==> src/rtl/ahb_uart_tx_if.sv <==
// AHB-Lite slave port bundle for the UART transmitter.
// Master drives the address/control/write data; slave returns read data and response.
interface ahb_uart_tx_if;
   logic [31:0] haddr;
   logic [31:0] hwdata;
   logic [31:0] hrdata;
   logic        hwrite;
   logic        hsel;
   logic [1:0]  htrans;
   logic [2:0]  hsize;
   logic        hready;
   logic        hresp;

   modport master (
      output haddr, hwdata, hwrite, hsel, htrans, hsize,
      input  hrdata, hready, hresp
   );

   modport slave (
      input  haddr, hwdata, hwrite, hsel, htrans, hsize,
      output hrdata, hready, hresp
   );
endinterface

==> src/rtl/ahb_uart_tx.sv <==
// AHB-Lite UART transmitter: TX FIFO, baud divisor, 8N1 framing.
// Define UART_TX_PARITY_EN to insert an even-parity bit (8E1).
module ahb_uart_tx #(
   parameter int unsigned CLK_DIV    = 868,
   parameter int unsigned FIFO_DEPTH = 8
) (
   input  logic         CLK,
   input  logic         RST,
   ahb_uart_tx_if.slave bus,
   output logic         tx,
   output logic         irq
);

   localparam int AW = $clog2(FIFO_DEPTH);
   localparam int CW = AW + 1;

   typedef enum logic [2:0] {
      S_IDLE,
      S_START,
      S_DATA,
`ifdef UART_TX_PARITY_EN
      S_PARITY,
`endif
      S_STOP
   } state_t;

   state_t state_q, state_d;

   logic          dp_vld_q, dp_vld_d;
   logic          dp_wr_q, dp_wr_d;
   logic [1:0]    dp_addr_q, dp_addr_d;
   logic [31:0]   hrdata_q, hrdata_d;
   logic [15:0]   div_q, div_d;
   logic          ovf_q, ovf_d;
   logic [AW-1:0] wptr_q, wptr_d;
   logic [AW-1:0] rptr_q, rptr_d;
   logic [CW-1:0] cnt_q, cnt_d;
   logic [7:0]    mem_q [FIFO_DEPTH];
   logic [15:0]   baud_q, baud_d;
   logic [2:0]    bit_q, bit_d;
   logic [7:0]    shr_q, shr_d;
`ifdef UART_TX_PARITY_EN
   logic          par_q, par_d;
`endif

   logic        accept, wr_data, wr_div, rd_stat;
   logic        full, empty, push, pop, ovf_set;
   logic        tick, shift, busy, tx_c;
   logic [7:0]  head;
   logic [15:0] divm1;
   logic [31:0] status;

   logic unused_bits;
   assign unused_bits = ^{bus.hsize, bus.haddr[31:4],
                          bus.haddr[1:0], bus.hwdata[31:16]};

   assign bus.hready = 1'b1;
   assign bus.hresp  = 1'b0;
   assign bus.hrdata = hrdata_q;

   assign accept  = bus.hsel & bus.htrans[1] & bus.hready;
   assign wr_data = dp_vld_q & dp_wr_q & (dp_addr_q == 2'd0);
   assign wr_div  = dp_vld_q & dp_wr_q & (dp_addr_q == 2'd2);
   assign rd_stat = dp_vld_q & ~dp_wr_q & (dp_addr_q == 2'd1);

   assign full    = (cnt_q == CW'(FIFO_DEPTH));
   assign empty   = (cnt_q == '0);
   assign push    = wr_data & (~full | pop);
   assign ovf_set = wr_data & full & ~pop;
   assign head    = mem_q[rptr_q];

   assign tick  = (baud_q == 16'd0);
   assign divm1 = (div_q == 16'd0) ? 16'd0 : div_q - 16'd1;
   assign busy  = (state_q != S_IDLE);
   assign irq   = empty & ~busy;
   assign tx    = tx_c;

   assign status = {23'd0, 5'(cnt_q), ovf_q, busy, empty, full};

   // Bus side: read data is captured in the address phase
   always_comb begin
      dp_vld_d  = accept;
      dp_wr_d   = bus.hwrite;
      dp_addr_d = bus.haddr[3:2];
      hrdata_d  = 32'd0;
      if (accept & ~bus.hwrite) begin
         unique case (bus.haddr[3:2])
            2'd1:    hrdata_d = status;
            2'd2:    hrdata_d = {16'd0, div_q};
            default: hrdata_d = 32'd0;
         endcase
      end
      div_d = wr_div ? bus.hwdata[15:0] : div_q;
      // Clear only what the read actually reported; a new overflow wins
      ovf_d = ovf_set | (ovf_q & ~(rd_stat & hrdata_q[3]));
   end

   always_comb begin
      wptr_d = push ? wptr_q + AW'(1) : wptr_q;
      rptr_d = pop ? rptr_q + AW'(1) : rptr_q;
      unique case ({push, pop})
         2'b10:   cnt_d = cnt_q + CW'(1);
         2'b01:   cnt_d = cnt_q - CW'(1);
         default: cnt_d = cnt_q;
      endcase
   end

   always_comb begin
      state_d = state_q;
      unique case (state_q)
         S_IDLE:   if (!empty) state_d = S_START;
         S_START:  if (tick) state_d = S_DATA;
`ifdef UART_TX_PARITY_EN
         S_DATA:   if (tick && bit_q == 3'd7) state_d = S_PARITY;
         S_PARITY: if (tick) state_d = S_STOP;
`else
         S_DATA:   if (tick && bit_q == 3'd7) state_d = S_STOP;
`endif
         S_STOP:   if (tick) state_d = empty ? S_IDLE : S_START;
         default:  state_d = S_IDLE;
      endcase
   end

   always_comb begin
      pop   = 1'b0;
      shift = 1'b0;
      tx_c  = 1'b1;
      unique case (state_q)
         S_IDLE:   pop = ~empty;
         S_START:  tx_c = 1'b0;
         S_DATA: begin
            tx_c  = shr_q[0];
            shift = tick;
         end
`ifdef UART_TX_PARITY_EN
         S_PARITY: tx_c = par_q;
`endif
         S_STOP:   pop = tick & ~empty;
         default:  tx_c = 1'b1;
      endcase
   end

   // Divisor is sampled only at bit boundaries
   always_comb begin
      baud_d = baud_q;
      if (pop || (busy && tick)) baud_d = divm1;
      else if (busy) baud_d = baud_q - 16'd1;
      shr_d = shr_q;
      bit_d = bit_q;
      if (pop) begin
         shr_d = head;
         bit_d = 3'd0;
      end else if (shift) begin
         shr_d = {1'b0, shr_q[7:1]};
         bit_d = bit_q + 3'd1;
      end
`ifdef UART_TX_PARITY_EN
      par_d = pop ? ^head : par_q;
`endif
   end

   always_ff @(posedge CLK) begin
      if (push) mem_q[wptr_q] <= bus.hwdata[7:0];
   end

   always_ff @(posedge CLK) begin
      if (RST) begin
         state_q <= S_IDLE;
      end else begin
         state_q <= state_d;
      end
   end

   always_ff @(posedge CLK) begin
      if (RST) begin
         dp_vld_q  <= 1'b0;
         dp_wr_q   <= 1'b0;
         dp_addr_q <= 2'd0;
         hrdata_q  <= 32'd0;
         div_q     <= 16'(CLK_DIV);
         ovf_q     <= 1'b0;
         wptr_q    <= '0;
         rptr_q    <= '0;
         cnt_q     <= '0;
         baud_q    <= 16'd0;
         bit_q     <= 3'd0;
         shr_q     <= 8'd0;
`ifdef UART_TX_PARITY_EN
         par_q     <= 1'b0;
`endif
      end else begin
         dp_vld_q  <= dp_vld_d;
         dp_wr_q   <= dp_wr_d;
         dp_addr_q <= dp_addr_d;
         hrdata_q  <= hrdata_d;
         div_q     <= div_d;
         ovf_q     <= ovf_d;
         wptr_q    <= wptr_d;
         rptr_q    <= rptr_d;
         cnt_q     <= cnt_d;
         baud_q    <= baud_d;
         bit_q     <= bit_d;
         shr_q     <= shr_d;
`ifdef UART_TX_PARITY_EN
         par_q     <= par_d;
`endif
      end
   end

endmodule

==> src/flat_wrapper.sv <==
// flat-port wrapper written by rule: the top's interface ports become plain ports
module ahb_uart_tx_flat 
#(
   parameter int unsigned CLK_DIV    = 868,
   parameter int unsigned FIFO_DEPTH = 8
)
  (CLK, RST, tx, irq, bus_haddr, bus_hwdata, bus_hwrite, bus_hsel, bus_htrans, bus_hsize, bus_hrdata, bus_hready, bus_hresp);
  ahb_uart_tx_if bus_i ();
  input  logic CLK;
  input  logic RST;
  output logic tx;
  output logic irq;
  input wire logic [$bits(bus_i.haddr)-1:0] bus_haddr;
  input wire logic [$bits(bus_i.hwdata)-1:0] bus_hwdata;
  input wire logic [$bits(bus_i.hwrite)-1:0] bus_hwrite;
  input wire logic [$bits(bus_i.hsel)-1:0] bus_hsel;
  input wire logic [$bits(bus_i.htrans)-1:0] bus_htrans;
  input wire logic [$bits(bus_i.hsize)-1:0] bus_hsize;
  output wire logic [$bits(bus_i.hrdata)-1:0] bus_hrdata;
  output wire logic [$bits(bus_i.hready)-1:0] bus_hready;
  output wire logic [$bits(bus_i.hresp)-1:0] bus_hresp;
  assign bus_i.haddr = bus_haddr;
  assign bus_i.hwdata = bus_hwdata;
  assign bus_i.hwrite = bus_hwrite;
  assign bus_i.hsel = bus_hsel;
  assign bus_i.htrans = bus_htrans;
  assign bus_i.hsize = bus_hsize;
  assign bus_hrdata = bus_i.hrdata;
  assign bus_hready = bus_i.hready;
  assign bus_hresp = bus_i.hresp;
  ahb_uart_tx #(.CLK_DIV(CLK_DIV), .FIFO_DEPTH(FIFO_DEPTH)) u_core (.CLK(CLK), .RST(RST), .bus(bus_i), .tx(tx), .irq(irq));
endmodule
==> config.mk <==
export PLATFORM = sky130hd
export DESIGN_NAME = ahb_uart_tx_flat
export DESIGN_NICKNAME = d
export VERILOG_FILES = /design/src/rtl/ahb_uart_tx_if.sv /design/src/rtl/ahb_uart_tx.sv /design/src/flat_wrapper.sv
export SDC_FILE = /design/constraint.sdc
export NUM_CORES = 1
export LEC_CHECK = 0
export ABC_CLOCK_PERIOD_IN_PS = 4000
export BUFFER_PORTS_ARGS = -buffer_cell sky130_fd_sc_hd__buf_2
export CAP_MARGIN = 20
export CORE_MARGIN = 2
export CORE_UTILIZATION = 56
export CTS_CLUSTER_SIZE = 20
export DETAILED_ROUTE_END_ITERATION = 16
export GPL_TIMING_DRIVEN = 0
export MAX_ROUTING_LAYER = met4
export PLACE_DENSITY = 0.81
export SLEW_MARGIN = 40
export SYNTH_ARGS = -nofsm -noshare
export SYNTH_HDL_FRONTEND = slang
export SYNTH_SLANG_ARGS = --single-unit
export TNS_END_PERCENT = 30
==> constraint.sdc <==
create_clock -name CLK -period 4 [get_ports CLK]
set_input_delay 0.4 -clock CLK [delete_from_list [all_inputs] [get_ports CLK]]
set_output_delay 0.4 -clock CLK [all_outputs]
set_load 0.01 [all_outputs]
# After elaboration in Yosys (flattened, before gate mapping)
# Memory sizes are Yosys's and may differ from the RTL's. A register that Yosys moved wholly into a read port is not among the register bits.
# Index checks and enable logic that the tools add are counted.
dict set report totals {
  register_bits 93
  mem_bits_rw 64
  in_bits 73
  output_inout_bits 36
  wordCells 95
  memories 1
}
# memory depth word_bits read_ports rd_clocked_by_memory_dff wr line
set memory_table {}
lappend memory_table {u_core.mem_q 8 8 1 1 1 ahb_uart_tx.sv:38} ;# logic [7:0] mem_q [FIFO_DEPTH];
dict set report classes {
  n_addsub 7
  eq_ne 15
  n_mux 20
  n_bitwise 24
  reduce_logical 15
}
# operator n
set ops {}
lappend ops {{$mux W16} 3}
lappend ops {{$logic_not A16 Y1} 2}
lappend ops {{$pmux W16 S2} 1}
lappend ops {{$sub A16 B1 Y16 const B} 2}
lappend ops {{$mux W3} 6}
lappend ops {{$mux W8} 2}
lappend ops {{$and A1 B1 Y1} 14}
lappend ops {{$pmux W3 S4} 1}
lappend ops {{$add A3 B1 Y3 const B} 3}
lappend ops {{$not A1 Y1} 8}
lappend ops {{$pmux W4 S2} 1}
lappend ops {{$eq A2 B1 Y1 const B} 3}
lappend ops {{$eq A2 B2 Y1 const B} 3}
lappend ops {{$eq A3 B2 Y1 const B} 2}
lappend ops {{$ne A2 B1 Y1 const B} 3}
lappend ops {{$reduce_bool A2 Y1} 3}
lappend ops {{$add A4 B1 Y4 const B} 1}
lappend ops {{$eq A4 B4 Y1 const B} 1}
lappend ops {{$logic_not A4 Y1} 1}
lappend ops {{$mux W1} 4}
lappend ops {{$pmux W1 S2} 2}
lappend ops {{$reduce_and A4 Y1} 1}
lappend ops {{$reduce_or A2 Y1} 2}
lappend ops {{$sub A4 B1 Y4 const B} 1}
lappend ops {{9 further kinds} 11}

# Depth between registers and ports, before layout
dict set report depth {
  ltp_word 8
  depth_mapped 15
  depth_no_buf 14
}

# Worst setup path after synthesis
# OpenSTA, ideal clock, no wires.
dict set report synth_timing {
  kind {register -> register}
  startpoint {reg u_core.baud_q[0]}
  endpoint {mem u_core.mem_q[4][0], enable pin}
  setup_time_ns 0.398
  t_arrival_ns 2.854
  required_ns 3.602
  setup_slack_ns 0.748
  stages_incl_launch_ff 9
  path_buffers 1
  period_less_slack_ns 3.252
  path_cell_list {dfxtp_1 -> clkbuf_1 -> inv_1 -> ha_1 -> or4b_1 -> nor4_4 -> a211o_1 -> nand2_2 -> nor4b_1}
}
dict set report synth_via {
  elab_chain_len 7
}
# element line
set synth_rtl {}
lappend synth_rtl {{start, declared} ahb_uart_tx.sv:39} ;# logic [15:0] baud_q, baud_d;
lappend synth_rtl {{start signal, assigned} ahb_uart_tx.sv:201} ;# baud_q <= baud_d;
lappend synth_rtl {{$logic_not A16 Y1} ahb_uart_tx.sv:72} ;# assign tick = (baud_q == 16'd0);
lappend synth_rtl {{$and A1 B1 Y1} ahb_uart_tx.sv:138} ;# S_STOP: pop = tick & ~empty;
lappend synth_rtl {{$pmux W1 S2} ahb_uart_tx.sv:128} ;# unique case (state_q)
lappend synth_rtl {{$or A1 B1 Y1} ahb_uart_tx.sv:68} ;# assign push = wr_data & (~full | pop);
lappend synth_rtl {{$and A1 B1 Y1} ahb_uart_tx.sv:68}
lappend synth_rtl {{$mux W1} ahb_uart_tx.sv:163} ;# if (push) mem_q[wptr_q] <= bus.hwdata[7:0];
lappend synth_rtl {{$mux W1 (not written as such)} ahb_uart_tx.sv:163}
lappend synth_rtl {{end, declared} ahb_uart_tx.sv:38}
# Every way passes these cells.

# Final worst setup path
dict set report layout_timing {
  startpoint {reg u_core.baud_q[0]}
  endpoint {reg u_core.cnt_q[2]}
}
dict set report layout_via {
  elab_chain_len 7
  elab_cells_between_ends 9
  classes_between {2 x eq/ne; 2 x mux; 3 x bitwise; 2 x reduce/logical}
}
# element line
set layout_rtl {}
lappend layout_rtl {{$logic_not A16 Y1 *} ahb_uart_tx.sv:72}
lappend layout_rtl {{$and A1 B1 Y1 *} ahb_uart_tx.sv:138}
lappend layout_rtl {{$pmux W1 S2 *} ahb_uart_tx.sv:128}
lappend layout_rtl {{named net u_core.pop} ahb_uart_tx.sv:47} ;# logic full, empty, push, pop, ovf_set;
lappend layout_rtl {{$or A1 B1 Y1} ahb_uart_tx.sv:68}
lappend layout_rtl {{$and A1 B1 Y1} ahb_uart_tx.sv:68}
lappend layout_rtl {{$eq A2 B1 Y1 / $eq A2 B2 Y1 (equally long branches)} ahb_uart_tx.sv:101} ;# unique case ({push, pop})
lappend layout_rtl {{$pmux W4 S2 / $reduce_bool A2 Y1 (equally long branches)} --}
lappend layout_rtl {{end signal, assigned} ahb_uart_tx.sv:200} ;# cnt_q <= cnt_d;
lappend layout_rtl {{end, declared} ahb_uart_tx.sv:37} ;# logic [CW-1:0] cnt_q, cnt_d;
# Mark *: on every way through the listed nets, which the timed path passes. The rest lies on a longest branch.
# A chain may end at the register's enable or synchronous reset.

==> results_dict.tcl <==
set metrics [dict create \
    status "finished, final reports clean" \
    track_usage_pct 28.64 \
    drt_pass1_iterations 5 \
    synth_most_common_cell "dfxtp_1" \
    n_fill_cell 865 \
    cts-root-buf "clkbuf_16" \
    final_antenna_net_count 0 \
    rsz0062_at_grt "false" \
    clockBufferDepth 2 \
    portBuffers 39 \
    hold_violations 0 \
    ff2ff_path_depth 15 \
    holdPathStages 3 \
    tritoncts "yes" \
    synth_area_leaders "edfxtp_1 29%, dfxtp_1 24%, mux4_2 5.5%, nand2_1 3.5%, ha_1 3.1%" \
    finalNetCount 773 \
    critPathRequiredTime_ps 4350 \
    synth_ff_type "dfxtp_1" \
    clock_latency_ps 430 \
    grt_pass1_wl_mm 26.78 \
    cp_max_fo 9 \
    start_kind "flip-flop" \
    htreeDepth 4 \
    max_freq_mhz 267.6 \
    dpl.hpwl_mm 11.02 \
    route.vias.total 5087 \
    cp.arrival_ps 4090 \
    tightest_slew_ps 796.4 \
    min_from "bus_hwdata[8]" \
    netlist_instances 607 \
    finalMaxSlewViolations 0 \
    die_w_um 112.0 \
    ir_drop_mv 0.5128 \
    dieArea_um2 12540 \
    grt.overflow.total 0 \
    placed_cells 808 \
    area_growth_syn_to_layout_pct 16.86 \
    yosysTopAreaCell "edfxtp_1" \
    ctsResizeCount 0 \
    max_slew_margin_pct 46.79 \
    synth_top_area_share_pct 29.43 \
    drc 0 \
    antenna_cells 0 \
    cts_buffers 17 \
    rows 39 \
    initial_utilization_pct 57.19 \
    antenna_found_initial 0 \
    multi_input_area_um2 2780 \
    clock-sinks 143 \
    io_pins 109 \
    pre_cts_slack_ps 319.5 \
    min_path_type "in2reg" \
    yosysSeqAreaShare_pct 53.65 \
    post-cts-setup-buffer-count 0 \
    wl_per_cell_um 19.63 \
    finalCritPeriodShare_pct 93.44 \
    min_to "u_core.div_q[8]" \
    async_flop_share_pct 0 \
    syn_area_um2 6530 \
    power.total_uw 5181 \
    synth.distinct_cells 60 \
    wl_mm 16.49 \
    crit_path_end_kind "flip-flop" \
    fin_skew_ps 9.976 \
    cap_violations 0 \
    grt_max_degree 17 \
    avgViaCountPerCell 6.056 \
    layout-drive-gt1-share_pct 19.66 \
    seqCellArea_um2 3503 \
    core_um2 11420 \
    synth-seq-cells 143 \
    cts_hold_buf 0 \
    die_y_um 112.0 \
    drt_iter0_markers 476 \
    power_density_nw_per_um2 678.9 \
    r2r_end "u_core.cnt_q[2]" \
    crit_type "reg2reg" \
    setup_viol 0 \
    finalNonFillerCells 840 \
    rrSetupSlack_ps 260 \
    fin_crit_ps 3738 \
    layout_setup_ws_ps 262.4 \
    synth_edf_count 64 \
    grt_pass1_vias 5082 \
    clk_pin_slew_ps 60 \
    r2r-start "u_core.baud_q[0]" \
    synthTopCellsByCount "79 x dfxtp_1, 64 x edfxtp_1, 61 x nand2_1, 47 x nor2_1, 32 x a21oi_1" \
    yosys_warnings 0 \
    gp_congestion 0.9233 \
    p_leak_uw 0.002813 \
    synth_area_per_cell_um2 10.76 \
]
## per-stage QoR
stage               TNS [ps]  hold WS, ps  utilization [%]  area [um2]
floorplan                  0        435.3                -        6590
global placement       -1600        452.5            60.99        6964
detailed placement         0        466.4            61.51        7023
CTS                        0        181.7            66.81        7629
global route               0        183.4            66.83        7631
finish                     0        186.6            66.83        7631
## area by class of cell
class | instances | area share (%)
Buffer | 52 | 3.788
Clock buffer | 17 | 5.575
Clock inverter | 15 | 2.361
Inverter | 17 | 0.8362
Multi-Input combinational cell | 411 | 36.43
Sequential cell | 143 | 45.91
Tap cell | 143 | 2.345
Timing Repair Buffer | 42 | 2.755
## worst max-delay path, cell delays in order, from the launching register on
cell and delay, ps:
dfxtp_1 290, clkbuf_1 170, inv_1 120, ha_1 210, or4b_1 500, nor4_4 450
a21oi_1 140, nand2b_4 170, clkinv_1 230, ha_1 350, xor2_1 170, ha_1 160
a21oi_1 50, xor2_1 170, or3_1 330, a21oi_1 150
## cell usage in the layout (no fill, tap or decap), types with 9 or more instances in the layout
master	Yosys	final
a211oi_1	10	10
buf_4	20	20
nand2_1	61	61
conb_1	2	18
edfxtp_1	64	64
a21oi_1	32	32
dfxtp_1	79	79
a22oi_1	9	9
xor2_1	10	10
buf_2	3	45
clkbuf_1	24	24
inv_1	16	16
nor3_1	27	24
mux4_2	16	16
ha_1	16	16
clkbuf_16	0	17
o21ai_0	24	24
and2_1	10	10
nor2_1	47	46
nor2b_1	12	12
nand3_1	22	22
## report_power, final
part           internal (uW)  switching (uW)  total, uW
clock network            940             672       1610
registers               1650             117       1770
logic                    658            1140       1800
total                   3250            1930       5180
## routing by layer
| metal | global-route usage, % | part of all wire [%] | vias to the layer above | wire length (um) |
|---|---|---|---|---|
| li1 | - | - | 2343 | - |
| met1 | 36.32 | 41 | 2429 | 6742 |
| met2 | 43.76 | 48 | 266 | 7919 |
| met3 | 6.805 | 7.9 | 49 | 1295 |
| met4 | 13.58 | 3.2 | 0 | 535 |
| met5 | - | 0 | - | 0 |
## kinds of logic after synthesis
| kind of cell | Yosys count | share of synthesized area [%] |
|---|---|---|
| DFF | 143 | 53.65 |
| xor gates and xnor gates | 16 | 2.146 |
| other | 2 | 0.1150 |
| adders and majority gates | 16 | 3.066 |
| AOI/OAI and AO/OA | 110 | 10.75 |
| muxes | 26 | 7.090 |
| and+or+nand+nor | 225 | 17.78 |
| buffers and inverters | 69 | 5.403 |
## worst max path at each step
stage,startpoint,cells past startpoint,end
6_report,u_core.baud_q[0],15,u_core.cnt_q[2]
2_1_floorplan,u_core.baud_q[0],8,u_core.mem_q[4][0]
5_1_grt,u_core.baud_q[0],15,u_core.cnt_q[2]
3_3_place_gp,u_core.baud_q[0],8,u_core.mem_q[2][4]
4_1_cts,u_core.baud_q[0],15,u_core.cnt_q[2]
3_5_place_dp,u_core.baud_q[0],15,u_core.cnt_q[2]
## state kept, by name (all words and copies together) (netlist names), 3 cells and up, named ones only
signal	cells
u_core.mem_q	64
u_core.baud_q	16
u_core.bus.hrdata	16
u_core.div_q	16
u_core.shr_q	8
u_core.cnt_q	4
u_core.bit_q	3
u_core.rptr_q	3
u_core.wptr_q	3
Note: power is estimated with default switching activity, not from simulation.
